[src/rtl/fetch_stage.sv]
// rtl/fetch_stage.sv - RV32 fetch stage with prefetch FIFO and IF/ID register
// Optional FETCH_STATS_EN adds bubble and redirect counters.
module fetch_stage #(
    parameter logic [31:0] RESET_PC  = 32'h0000_0000,
    parameter int          BUF_DEPTH = 2,
    parameter logic [31:0] NOP_INSTR = 32'h0000_0013
) (
    input  logic        i_clk,
    input  logic        i_rst_n,
    input  logic        i_pc_stall,
    input  logic        i_if_id_stall,
    input  logic        i_if_id_flush,
    input  logic [1:0]  i_pc_src_e,
    input  logic        i_jmp_e,
    input  logic        i_mret_e,
    input  logic [31:0] i_target_e,
    input  logic [31:0] i_mret_pc_e,
    output logic        o_imem_req_valid,
    input  logic        i_imem_req_ready,
    output logic [31:0] o_imem_addr,
    input  logic        i_imem_rsp_valid,
    input  logic [31:0] i_imem_rsp_data,
    output logic [31:0] o_instr_d,
    output logic [31:0] o_pc_d,
    output logic [31:0] o_pc_plus4_d,
    output logic        o_valid_d
`ifdef FETCH_STATS_EN
    ,
    output logic [31:0] o_bubble_cnt,
    output logic [31:0] o_redirect_cnt
`endif
);
    localparam int PW = $clog2(BUF_DEPTH);
    localparam int CW = PW + 1;
    localparam logic [CW:0]   DEPTH_S = (CW+1)'(BUF_DEPTH);
    localparam logic [CW-1:0] DEPTH_C = CW'(BUF_DEPTH);

    localparam logic [1:0] S_BOOT  = 2'd0;
    localparam logic [1:0] S_RUN   = 2'd1;
    localparam logic [1:0] S_DRAIN = 2'd2;

    logic [1:0]    state;
    logic [31:0]   fetch_pc;
    logic [31:0]   rsp_pc;     // PC of the next response that will be kept
    logic [CW-1:0] inflight;
    logic [CW-1:0] drop;
    logic [CW-1:0] fifo_cnt;
    logic [PW-1:0] rd_ptr;
    logic [PW-1:0] wr_ptr;
    logic [31:0]   fifo_instr [BUF_DEPTH];
    logic [31:0]   fifo_pc    [BUF_DEPTH];

    logic          redirect;
    logic [31:0]   redirect_pc;
    logic          credit_ok;
    logic          issue;
    logic          rsp_live;
    logic          rsp_keep;
    logic          id_load;
    logic          fifo_empty;
    logic          fifo_pop;
    logic          fifo_push;
    logic [CW-1:0] inflight_less;
    logic [CW-1:0] drop_next;

    assign redirect      = i_mret_e | i_jmp_e | (i_pc_src_e == 2'b01);
    assign redirect_pc   = (i_mret_e ? i_mret_pc_e : i_target_e) & ~32'h3;
    assign credit_ok     = ({1'b0, inflight} + {1'b0, fifo_cnt}) < DEPTH_S;
    assign o_imem_req_valid = (state != S_BOOT) && !redirect && !i_pc_stall && credit_ok;
    assign o_imem_addr   = fetch_pc;
    assign issue         = o_imem_req_valid && i_imem_req_ready;
    // A response with nothing outstanding belongs to a request from before reset.
    assign rsp_live      = i_imem_rsp_valid && (inflight != '0);
    assign rsp_keep      = rsp_live && (drop == '0) && !redirect;
    assign fifo_empty    = (fifo_cnt == '0);
    assign id_load       = !redirect && !i_if_id_flush && !i_if_id_stall;
    assign fifo_pop      = id_load && !fifo_empty;
    assign fifo_push     = rsp_keep && !(id_load && fifo_empty);
    assign inflight_less = inflight - CW'(rsp_live);

    always_comb begin
        drop_next = drop;
        if (redirect)
            drop_next = inflight_less;
        else if (rsp_live && (drop != '0))
            drop_next = drop - CW'(1);
    end

    always_ff @(posedge i_clk or negedge i_rst_n) begin
        if (!i_rst_n) begin
            state    <= S_BOOT;
            fetch_pc <= RESET_PC;
            rsp_pc   <= RESET_PC;
            inflight <= '0;
            drop     <= '0;
            fifo_cnt <= '0;
            rd_ptr   <= '0;
            wr_ptr   <= '0;
        end else begin
            inflight <= inflight_less + CW'(issue);
            drop     <= drop_next;
            if (redirect) begin
                fetch_pc <= redirect_pc;
                rsp_pc   <= redirect_pc;
                fifo_cnt <= '0;
                rd_ptr   <= '0;
                wr_ptr   <= '0;
                state    <= (drop_next != '0) ? S_DRAIN : S_RUN;
            end else begin
                if (issue)
                    fetch_pc <= fetch_pc + 32'd4;
                if (rsp_keep)
                    rsp_pc <= rsp_pc + 32'd4;
                if (fifo_push)
                    wr_ptr <= wr_ptr + PW'(1);
                if (fifo_pop)
                    rd_ptr <= rd_ptr + PW'(1);
                fifo_cnt <= fifo_cnt + CW'(fifo_push) - CW'(fifo_pop);
                if (state == S_BOOT)
                    state <= S_RUN;
                else if (state == S_DRAIN && drop_next == '0)
                    state <= S_RUN;
            end
        end
    end

    always_ff @(posedge i_clk) begin
        if (fifo_push) begin
            fifo_instr[wr_ptr] <= i_imem_rsp_data;
            fifo_pc[wr_ptr]    <= rsp_pc;
        end
    end

    always_ff @(posedge i_clk or negedge i_rst_n) begin
        if (!i_rst_n) begin
            o_instr_d    <= NOP_INSTR;
            o_pc_d       <= 32'd0;
            o_pc_plus4_d <= 32'd4;
            o_valid_d    <= 1'b0;
        end else if (redirect || i_if_id_flush) begin
            o_instr_d <= NOP_INSTR;
            o_valid_d <= 1'b0;
        end else if (!i_if_id_stall) begin
            if (!fifo_empty) begin
                o_instr_d    <= fifo_instr[rd_ptr];
                o_pc_d       <= fifo_pc[rd_ptr];
                o_pc_plus4_d <= fifo_pc[rd_ptr] + 32'd4;
                o_valid_d    <= 1'b1;
            end else if (rsp_keep) begin
                o_instr_d    <= i_imem_rsp_data;
                o_pc_d       <= rsp_pc;
                o_pc_plus4_d <= rsp_pc + 32'd4;
                o_valid_d    <= 1'b1;
            end else begin
                o_instr_d <= NOP_INSTR;
                o_valid_d <= 1'b0;
            end
        end
    end

    assert property (@(posedge i_clk) disable iff (!i_rst_n)
        !(fifo_push && !fifo_pop && fifo_cnt == DEPTH_C));

`ifdef FETCH_STATS_EN
    always_ff @(posedge i_clk or negedge i_rst_n) begin
        if (!i_rst_n) begin
            o_bubble_cnt   <= '0;
            o_redirect_cnt <= '0;
        end else begin
            if (state != S_BOOT && !o_valid_d && o_bubble_cnt != '1)
                o_bubble_cnt <= o_bubble_cnt + 32'd1;
            if (redirect && o_redirect_cnt != '1)
                o_redirect_cnt <= o_redirect_cnt + 32'd1;
        end
    end
`endif

endmodule
[config.mk]
export PLATFORM = sky130hd
export DESIGN_NAME = fetch_stage
export DESIGN_NICKNAME = d
export VERILOG_FILES = /design/src/rtl/fetch_stage.sv
export SDC_FILE = /design/constraint.sdc
export NUM_CORES = 1
export LEC_CHECK = 0
export BUFFER_PORTS_ARGS = -buffer_cell sky130_fd_sc_hd__clkbuf_2
export CAP_MARGIN = 20
export CORE_MARGIN = 1.5
export CORE_UTILIZATION = 42
export DETAILED_ROUTE_END_ITERATION = 12
export GPL_ROUTABILITY_DRIVEN = 0
export PLACE_DENSITY = 0.65
export SLEW_MARGIN = 20
export SYNTH_ARGS = -nofsm -noshare
export SYNTH_HDL_FRONTEND = slang
export SYNTH_SLANG_ARGS = --single-unit
[constraint.sdc]
create_clock -name i_clk -period 4.2 [get_ports i_clk]
set_input_delay 0.21 -clock i_clk [delete_from_list [all_inputs] [get_ports i_clk]]
set_output_delay 0.21 -clock i_clk [all_outputs]
set_load 0.03 [all_outputs]
Word level (Yosys, flattened, before mapping)
Memory sizes are Yosys's and may differ from the RTL's.
Index checks and enable logic that the tools add are counted.
Word-level totals
  register bits after elaboration: 171
  memory bits (writable): 128
  input bits: 107
  output and inout port bits: 130
  word-level logic and storage cells: 98
  memories: 2
Memory list
  fifo_instr: depth 2, width 32, read ports 1, clocked after memory_dff 0, write ports 1, line 50  | logic [31:0] fifo_instr [BUF_DEPTH];
  fifo_pc: depth 2, width 32, read ports 1, clocked after memory_dff 0, write ports 1, line 51  | logic [31:0] fifo_pc [BUF_DEPTH];
Cells by class
  $add $sub $neg: 11
  magnitude comparators: 1
  equality and inequality tests: 4
  mux-type cells: 29
  bitwise gates (word level): 4
  reductions and logical operators: 35
Operator list (number)
  $mux 32: 12
  $add 32x3->32 const B: 3
  $reduce_bool 2->1: 8
  $logic_and 1x1->1: 14
  $mux 2: 7
  $mux 1: 10
  $logic_not 2->1: 4
  $logic_not 1->1: 6
  $add 2x1->2: 2
  $sub 2x1->2: 2
  $add 2x2->3: 1
  $lt 3x2->1 const B: 1
  $reduce_and 3->1: 1
  $reduce_bool 3->1: 1
  $add 1x1->1 const B: 2
  $eq 2x1->1 const B: 1
  $eq 2x2->1 const B: 1
  $ne 2x1->1 const B: 1
  $ne 2x2->1 const B: 1
  $not 1->1: 2
  $or 1x1->1: 2
  $sub 2x1->2 const B: 1
  $logic_or 1x1->1: 1

Depth between registers and ports, before layout
Gate-level depths: netlist of the first run.
  depth in word-level cells: 11
  mapped depth: 14
  gate-level depth less buffers: 10

Worst setup path before layout of the first run
No wires, ideal clock.
  path kind: reg2reg
  start: register drop[0]
  end: memory fifo_instr[0][0] (enable)
  setup time: 482 ps
  data arrival time: 4096 ps
  data required time: 3718 ps
  setup slack: -379 ps
  stages on the path, launching flop included: 8
  buffers on the path: 2
  clock period less this slack: 4579 ps
  path through: dfrtp_1 > inv_1 > ha_1 > and2_1 > clkbuf_1 > clkbuf_1 > nand2_1 > nor2_1
Between the ends
  cells in the longest elaborated chain, start to end: 6
Ends and longest elaborated chain
  start: declaration: line 46  | logic [CW-1:0] drop;
  start signal: assignment: line 101  | drop <= drop_next;
  $logic_not 2->1: line 74  | assign rsp_keep = rsp_live && (drop == '0) && !redirect;
  $logic_and 1x1->1 (2 in series): line 74
  $logic_and 1x1->1: line 78  | assign fifo_push = rsp_keep && !(id_load && fifo_empty);
  $mux 1: line 128  | if (fifo_push) begin
  $mux 1 (not written as such): line 129  | fifo_instr[wr_ptr] <= i_imem_rsp_data;
  end: declaration: line 50
Every way passes these cells.

Worst setup path after layout of the first run
  start: register rd_ptr
  end: register o_pc_plus4_d[28]
Between the ends
  cells in the longest elaborated chain, start to end: 3
Ends and longest elaborated chain
  start: declaration: line 48  | logic [PW-1:0] rd_ptr;
  start signal: assignment: line 117  | rd_ptr <= rd_ptr + PW'(1);
  $mem_v2 2x32
  $add 32x3->32: line 147  | o_pc_plus4_d <= fifo_pc[rd_ptr] + 32'd4;
  $mux 32: line 144  | if (!fifo_empty) begin
  end signal: assignment: line 147
  end signal: assignment: line 152  | o_pc_plus4_d <= rsp_pc + 32'd4;
  end: declaration: line 25  | output logic [31:0] o_pc_plus4_d,
Every way passes these cells.
A chain may end at the register's enable or synchronous reset.

==> results of run 1 <==
## layout by cell type (no fill, tap or decap), types with 6 or more instances in the layout
master,synthesis,final
a211oi_1,27,27
a21oi_1,112,112
a221o_1,29,29
a22oi_1,9,9
a31oi_1,10,10
and3_1,10,10
buf_4,6,17
bufinv_16,0,6
clkbuf_1,62,9
clkbuf_16,0,31
clkbuf_2,0,225
clkinv_2,0,7
conb_1,1,6
dfrtp_1,159,158
dlygate4sd3_1,0,55
edfxtp_1,124,124
ha_1,8,8
inv_1,15,15
mux2_2,6,6
mux2i_1,60,60
nand2_1,101,101
nand3_1,39,39
nand4_1,28,28
nor2_1,128,124
nor2b_1,30,30
nor3_1,18,18
nor4_1,9,8
o21ai_0,66,65
xnor2_1,59,59
xor2_1,43,43
## worst register-to-register path: stages, from the launching register on
cell,delay (ps)
dfrtp_4,550
buf_12,430
mux2i_1,290
a211oi_2,240
buf_4,170
nand4_1,160
or3_4,440
or4_1,490
o211ai_1,100
## cell families after synthesis
kind of cell | Yosys count
simple gates | 407
compound gates | 291
flops | 287
buf+inv | 105
xor+xnor | 102
mux | 66
fa+ha+maj | 9
other cells | 1
## layout make-up
| class | count | area (µm²) | share of cell area, % |
|---|---|---|---|
| clock inverter | 17 | 250 | 1.47 |
| tap | 442 | 553 | 3.25 |
| inverter | 16 | 60.1 | 0.353 |
| clock buffer | 41 | 823 | 4.85 |
| timing repair buffer | 303 | 1920 | 11.3 |
| sequential | 287 | 7810 | 46.0 |
| multi-input combinational | 881 | 5570 | 32.8 |
## state kept, by name, summed over array words and instances (netlist names), 2 cells and up
name / count
state: 2
drop: 2
fifo_pc: 60
rsp_pc: 30
o_instr_d: 32
fifo_cnt: 2
o_imem_addr: 30
fifo_instr: 64
o_pc_d: 30
inflight: 2
o_pc_plus4_d: 30
## path summary, 6_finish.rpt
check	start	end
setup reg to reg	rd_ptr$_DFFE_PN0P_	o_pc_plus4_d[28]$_DFFE_PN0P_
min in group asynchronous	i_rst_n	o_imem_addr[26]$_DFFE_PN0P_
setup / recovery	rd_ptr$_DFFE_PN0P_	o_pc_plus4_d[28]$_DFFE_PN0P_
hold / removal	i_jmp_e	fifo_cnt[0]$_DFF_PN0_
max in group asynchronous	i_rst_n	o_pc_plus4_d[2]$_DFFE_PN1P_
hold reg to reg	o_pc_d[13]$_DFFE_PN0P_	o_pc_d[13]$_DFFE_PN0P_
## layer usage
layer	share of wire [%]	global-route usage, %	vias up
met2	44	33.2	400
met4	1.9	5.02	0
met1	48	31.6	5233
met3	6.6	3.51	45
met5	0	0	-
li1	-	-	5113
## report_power, final
| part | switching, W | leakage, nW | internal, W | total, W |
|---|---|---|---|---|
| Clock | 0.00113 | 0.525 | 0.00175 | 0.00288 |
| Combinational | 0.00108 | 3.03 | 0.000530 | 0.00161 |
| Sequential | 0.000317 | 3.21 | 0.00326 | 0.00358 |
| Total | 0.00253 | 6.77 | 0.00554 | 0.00807 |
## through the flow
stage	instances	setup WS (ps)	TNS, ps	util, %
floorplan	1273	-379	-46940	-
global placement	1873	1310	0	47.4
detailed placement	1873	1290	0	47.4
CTS	1986	1290	0	52.4
global route	1987	1070	0	52.5
finish	1987	1280	0	52.5
==> reports/results.ini, run 1 <==
[status]
outcome = finished clean

[power_and_ir_drop]
vdd_ir_drop_max_mv = 0.346
p_leak_nw = 6.77
power-per-cell-area_mw_per_mm2 = 475
power_w = 0.00807

[finish]
nFillCells = 2886
diodes = 0
finish.instance_area_mm2 = 0.0170
area_growth_pct = 23.5
fin_nets = 1636
drive_above_1_share_pct = 21.0

[worst_setup_path]
cp_num_cells = 8
worst_ep_required_time_ps = 4700
cp.buffers_inverters = 2
r2r_setup_slack_ps = 1280
r2r_cells = 8
critPathArrivalTime_ps = 3420
critical_path_class = reg2reg
start_kind = register
crit_family = simple AND/OR/NAND/NOR gates
critPathMaxStageDelay_ps = 550
crit_path_end_kind = register
cp_slowest_cell = dfrtp_4
path_cells = buf_12 > mux2i_1 > a211oi_2 > buf_4 > nand4_1 > or3_4 > or4_1 > o211ai_1
cp_max_fo = 79

[placement]
dp_hpwl_um = 24500
io_buffers = 226
dpl-instance-area_mm2 = 0.0153

[yosys]
synth.largest_area_cell = dfrtp_1
netlist_area_mm2 = 0.0138
synth_compound_area_share_pct = 13.3
yosysSeqAreaShare_pct = 56.7
synth_top_family_by_area = simple AND/OR/NAND/NOR gates
synth_xor_area_share_pct = 6.49
synth.avg_cell_area_um2 = 10.9
synth_area_leaders = dfrtp_1, edfxtp_1, mux2i_1
synth_fa_ha_area_share_pct = 0.873
synthCells = 1268
async_reset_ff_share_pct = 56.8
muxShareOfSynthArea_pct = 4.86
synthSimpleGateAreaFrac_pct = 14.4
synth.distinct_cells = 66
yosys_warnings = 0
synth_seq_cells = 287
synth.most_common_cell = dfrtp_1
synth-edff-count = 124
synth_common_cells = dfrtp_1, nor2_1, edfxtp_1
synth_ff_type = dfrtp_1
synth_top_area_share_pct = 28.9

[clocking]
insertion_delay_ps = 580
clock_sinks = 287
cts_buffers = 31
cts_max_level = 1
post_cts_buffers = 0
holdBufCountCts = 55
clk_path_buf_depth = 3
cts_tree = done
path_clk_slew_ps = 70
cts_root_buf = clkbuf_16
cts_resized = 0

[floorplanning]
fp.dieW_um = 184
coreArea_mm2 = 0.0324
rows = 66
dieArea_mm2 = 0.0339
die_h_um = 184
initial_utilization_pct = 42.5
io_pins = 237

[sta]
final-hold-violation-count = 0
fmax_ghz = 0.342
rsz0062_at_grt = no
skew_ps = 29.3
whs_ps = 24.1
setup_violations = 0
slew_violations = 0
worstMarginPinSlew_ps = 953
period_minus_slack_ps = 2920
relSlewSlack_pct = 36.0
final.period_utilization_pct = 69.6

[global_routing]
grt.overflow.total = 0
grt_usage_pct = 21.5
grt_antenna_before_repair = 0
grt_pass1_wl_um = 57700
grt_pass1_vias = 10505
grt_start_max_net_pins = 90

[detailed_routing]
drtIter0Drc = 827
vias = 10791
vias_per_cell = 5.43
wire_per_inst_um = 18.3
drc_errors = 0
ant_nets = 0
dr.pass1.iters = 5
wl_um = 36500

[min_path]
hp-class = in2reg
hold_depth = 3

[job]
drv_cap = 0

Note: power is estimated with default switching activity, not from simulation.
==> run 2: changes to the inputs <==
Settings changed: PLACE_DENSITY 0.65 to default.
Clock period 4.2 ns to 2.9 ns, I/O delays scaled along.
==> reports/results.ini, run 2 (synthesis gave the netlist of run 1 again) <==
[worst_setup_path]
cp_slowest_cell = dfrtp_4
critPathArrivalTime_ps = 3190  ; -230 ps
path_cells = mux2i_2 > inv_1 > ha_4 > inv_2 > a211o_1 > or3_1 > or3_4 > or4_1 > o211ai_1
worst_ep_required_time_ps = 3370  ; -1330 ps
start_kind = register
r2r_start = rd_ptr$_DFFE_PN0P_
cp_max_fo = 17  ; -78%
crit_path_end_kind = register
critical_path_class = reg2reg
worst_r2r_endpoint = o_pc_plus4_d[28]$_DFFE_PN0P_
r2r_cells = 9  ; +1
critPathMaxStageDelay_ps = 580  ; +30 ps
r2r_setup_slack_ps = 190  ; -1090 ps

[placement]
dp_hpwl_um = 25600  ; +4.4%
io_buffers = 226  ; unchanged

[finish]
reg_top3 = fifo_instr: 64 flops, fifo_pc: 60 flops, o_instr_d: 32 flops
final_common_cell = clkbuf_2
fin_nets = 1677  ; +2.5%
drive_above_1_share_pct = 22.2  ; +1.2 points
area_growth_pct = 26.0
multi_input_area_mm2 = 0.00559  ; +0.36%
final_cell_mix = clkbuf_2, dfrtp_1, nor2_1, edfxtp_1, a21oi_1
regMostFlops = fifo_instr
nFillCells = 2899  ; +0.45%
seqCellArea_mm2 = 0.00781  ; unchanged
diodes = 0  ; unchanged
largest_reg_flops = 64  ; unchanged

[clocking]
cts_tree = done
insertion_delay_ps = 570  ; about the same
clock_sinks = 287  ; unchanged
post_cts_buffers = 0  ; unchanged
cts_root_buf = clkbuf_16
cts_resized = 0  ; unchanged
cts_buffers = 30  ; -3.2%
clk_path_buf_depth = 3  ; unchanged
path_clk_slew_ps = 60  ; about the same
holdBufCountCts = 72  ; +31%
cts_max_level = 1  ; unchanged

[detailed_routing]
wire_per_inst_um = 18.3  ; about the same
ant_nets = 0  ; unchanged
vias_per_cell = 5.35  ; -1.5%
vias = 10847  ; +0.52%
wl_um = 37200  ; +2.0%
drc_errors = 0  ; unchanged
drtIter0Drc = 700  ; -15%
dr.pass1.iters = 5  ; unchanged

[sta]
final-hold-violation-count = 0  ; unchanged
rsz0062_at_grt = no
setup_violations = 0  ; unchanged
fmax_ghz = 0.369  ; +7.8%
skew_ps = 21.3  ; -7.98 ps
slew_violations = 0  ; unchanged
final.period_utilization_pct = 93.6  ; +24 points
worstMarginPinSlew_ps = 992  ; +39.6 ps
relSlewSlack_pct = 31.9  ; -4.0 points
tns_ps = 0  ; unchanged
period_minus_slack_ps = 2710  ; -211 ps

[floorplanning]
rows = 66  ; unchanged
initial_utilization_pct = 42.5  ; unchanged
io_pins = 237  ; unchanged
coreArea_mm2 = 0.0324  ; unchanged
fp.dieW_um = 184  ; unchanged
die_h_um = 184  ; unchanged
dieArea_mm2 = 0.0339  ; unchanged

[min_path]
min_from = i_target_e[20]
hp-class = in2reg
hold_path_end = rsp_pc[20]$_DFFE_PN0P_
hold_depth = 4  ; +1

[global_routing]
grt_start_max_net_pins = 109  ; +21%
grt_pass1_vias = 10428  ; -0.73%
grt_antenna_before_repair = 0  ; unchanged
grt.overflow.total = 0  ; unchanged
grt_usage_pct = 21.9  ; +0.36 points
grt_pass1_wl_um = 58200  ; +0.89%

[status]
outcome = finished clean

[job]
drv_cap = 0  ; unchanged

[power_and_ir_drop]
vdd_ir_drop_max_mv = 0.410  ; +18%
p_leak_nw = 6.95  ; +2.7%
power-per-cell-area_mw_per_mm2 = 667  ; +40%
power_w = 0.0116  ; +43%

[run 2: worst max-delay path, delay by kind of cell (launching register included)]
family,cells,cell delay (ps)
flip-flops,1,580
AND/OR/NAND/NOR,3,1210
buffers and inverters,2,140
AO/OA/AOI/OAI,2,350
adder cells (fa/ha/maj),1,140
multiplexers,1,200
[run 2: worst max path at each step]
stage                          startpoint                            to  depth (start not counted)
floorplan               drop[0]$_DFF_PN0_    fifo_instr[0][0]$_DFFE_PP_                          7
global placement       rd_ptr$_DFFE_PN0P_  o_pc_plus4_d[28]$_DFFE_PN0P_                          9
detailed placement     rd_ptr$_DFFE_PN0P_  o_pc_plus4_d[28]$_DFFE_PN0P_                          9
CTS                    rd_ptr$_DFFE_PN0P_  o_pc_plus4_d[28]$_DFFE_PN0P_                          9
global route        fifo_cnt[0]$_DFF_PN0_   o_imem_addr[28]$_DFFE_PN0P_                          8
finish                 rd_ptr$_DFFE_PN0P_  o_pc_plus4_d[28]$_DFFE_PN0P_                          9
[run 2: stage by stage]
stage | hold WS (ps) | cells | util [%] | setup WS [ps] | area, µm²
final | 4.61 | 2027 | 53.5 | 187 | 17300
after global placement | -25.3 | 1899 | 48.1 | 210 | 15600
after CTS | 0.419 | 2027 | 53.5 | 165 | 17300
after floorplan | -151 | 1273 | - | -660 | 13800
after global routing | 27.2 | 2027 | 53.5 | 13.9 | 17300
after detailed placement | -25.1 | 1899 | 48.1 | 190 | 15600
[run 2: report_power, final]
group          total, W  switching, W  internal (W)
Clock           0.00400       0.00158       0.00242
Combinational   0.00239       0.00158      0.000817
Sequential      0.00517      0.000443       0.00473
Total            0.0116       0.00360       0.00796
[run 2: layout make-up]
type / instances / share of cell area, %
inverters: 16 / 0.347
clock inverters: 14 / 1.07
clock buffers: 42 / 4.95
multi-input cells: 881 / 32.3
repair buffers: 345 / 13.1
well taps: 442 / 3.19
flip-flops and latches: 287 / 45.1
[run 2: per-layer routing]
layer / track usage [%] / up-vias / part of all wire [%]
li1: - / 5193 / -
met1: 32.3 / 5219 / 47
met2: 34.0 / 400 / 44
met3: 3.74 / 35 / 7.2
met4: 4.13 / 0 / 1.5
met5: 0 / - / 0
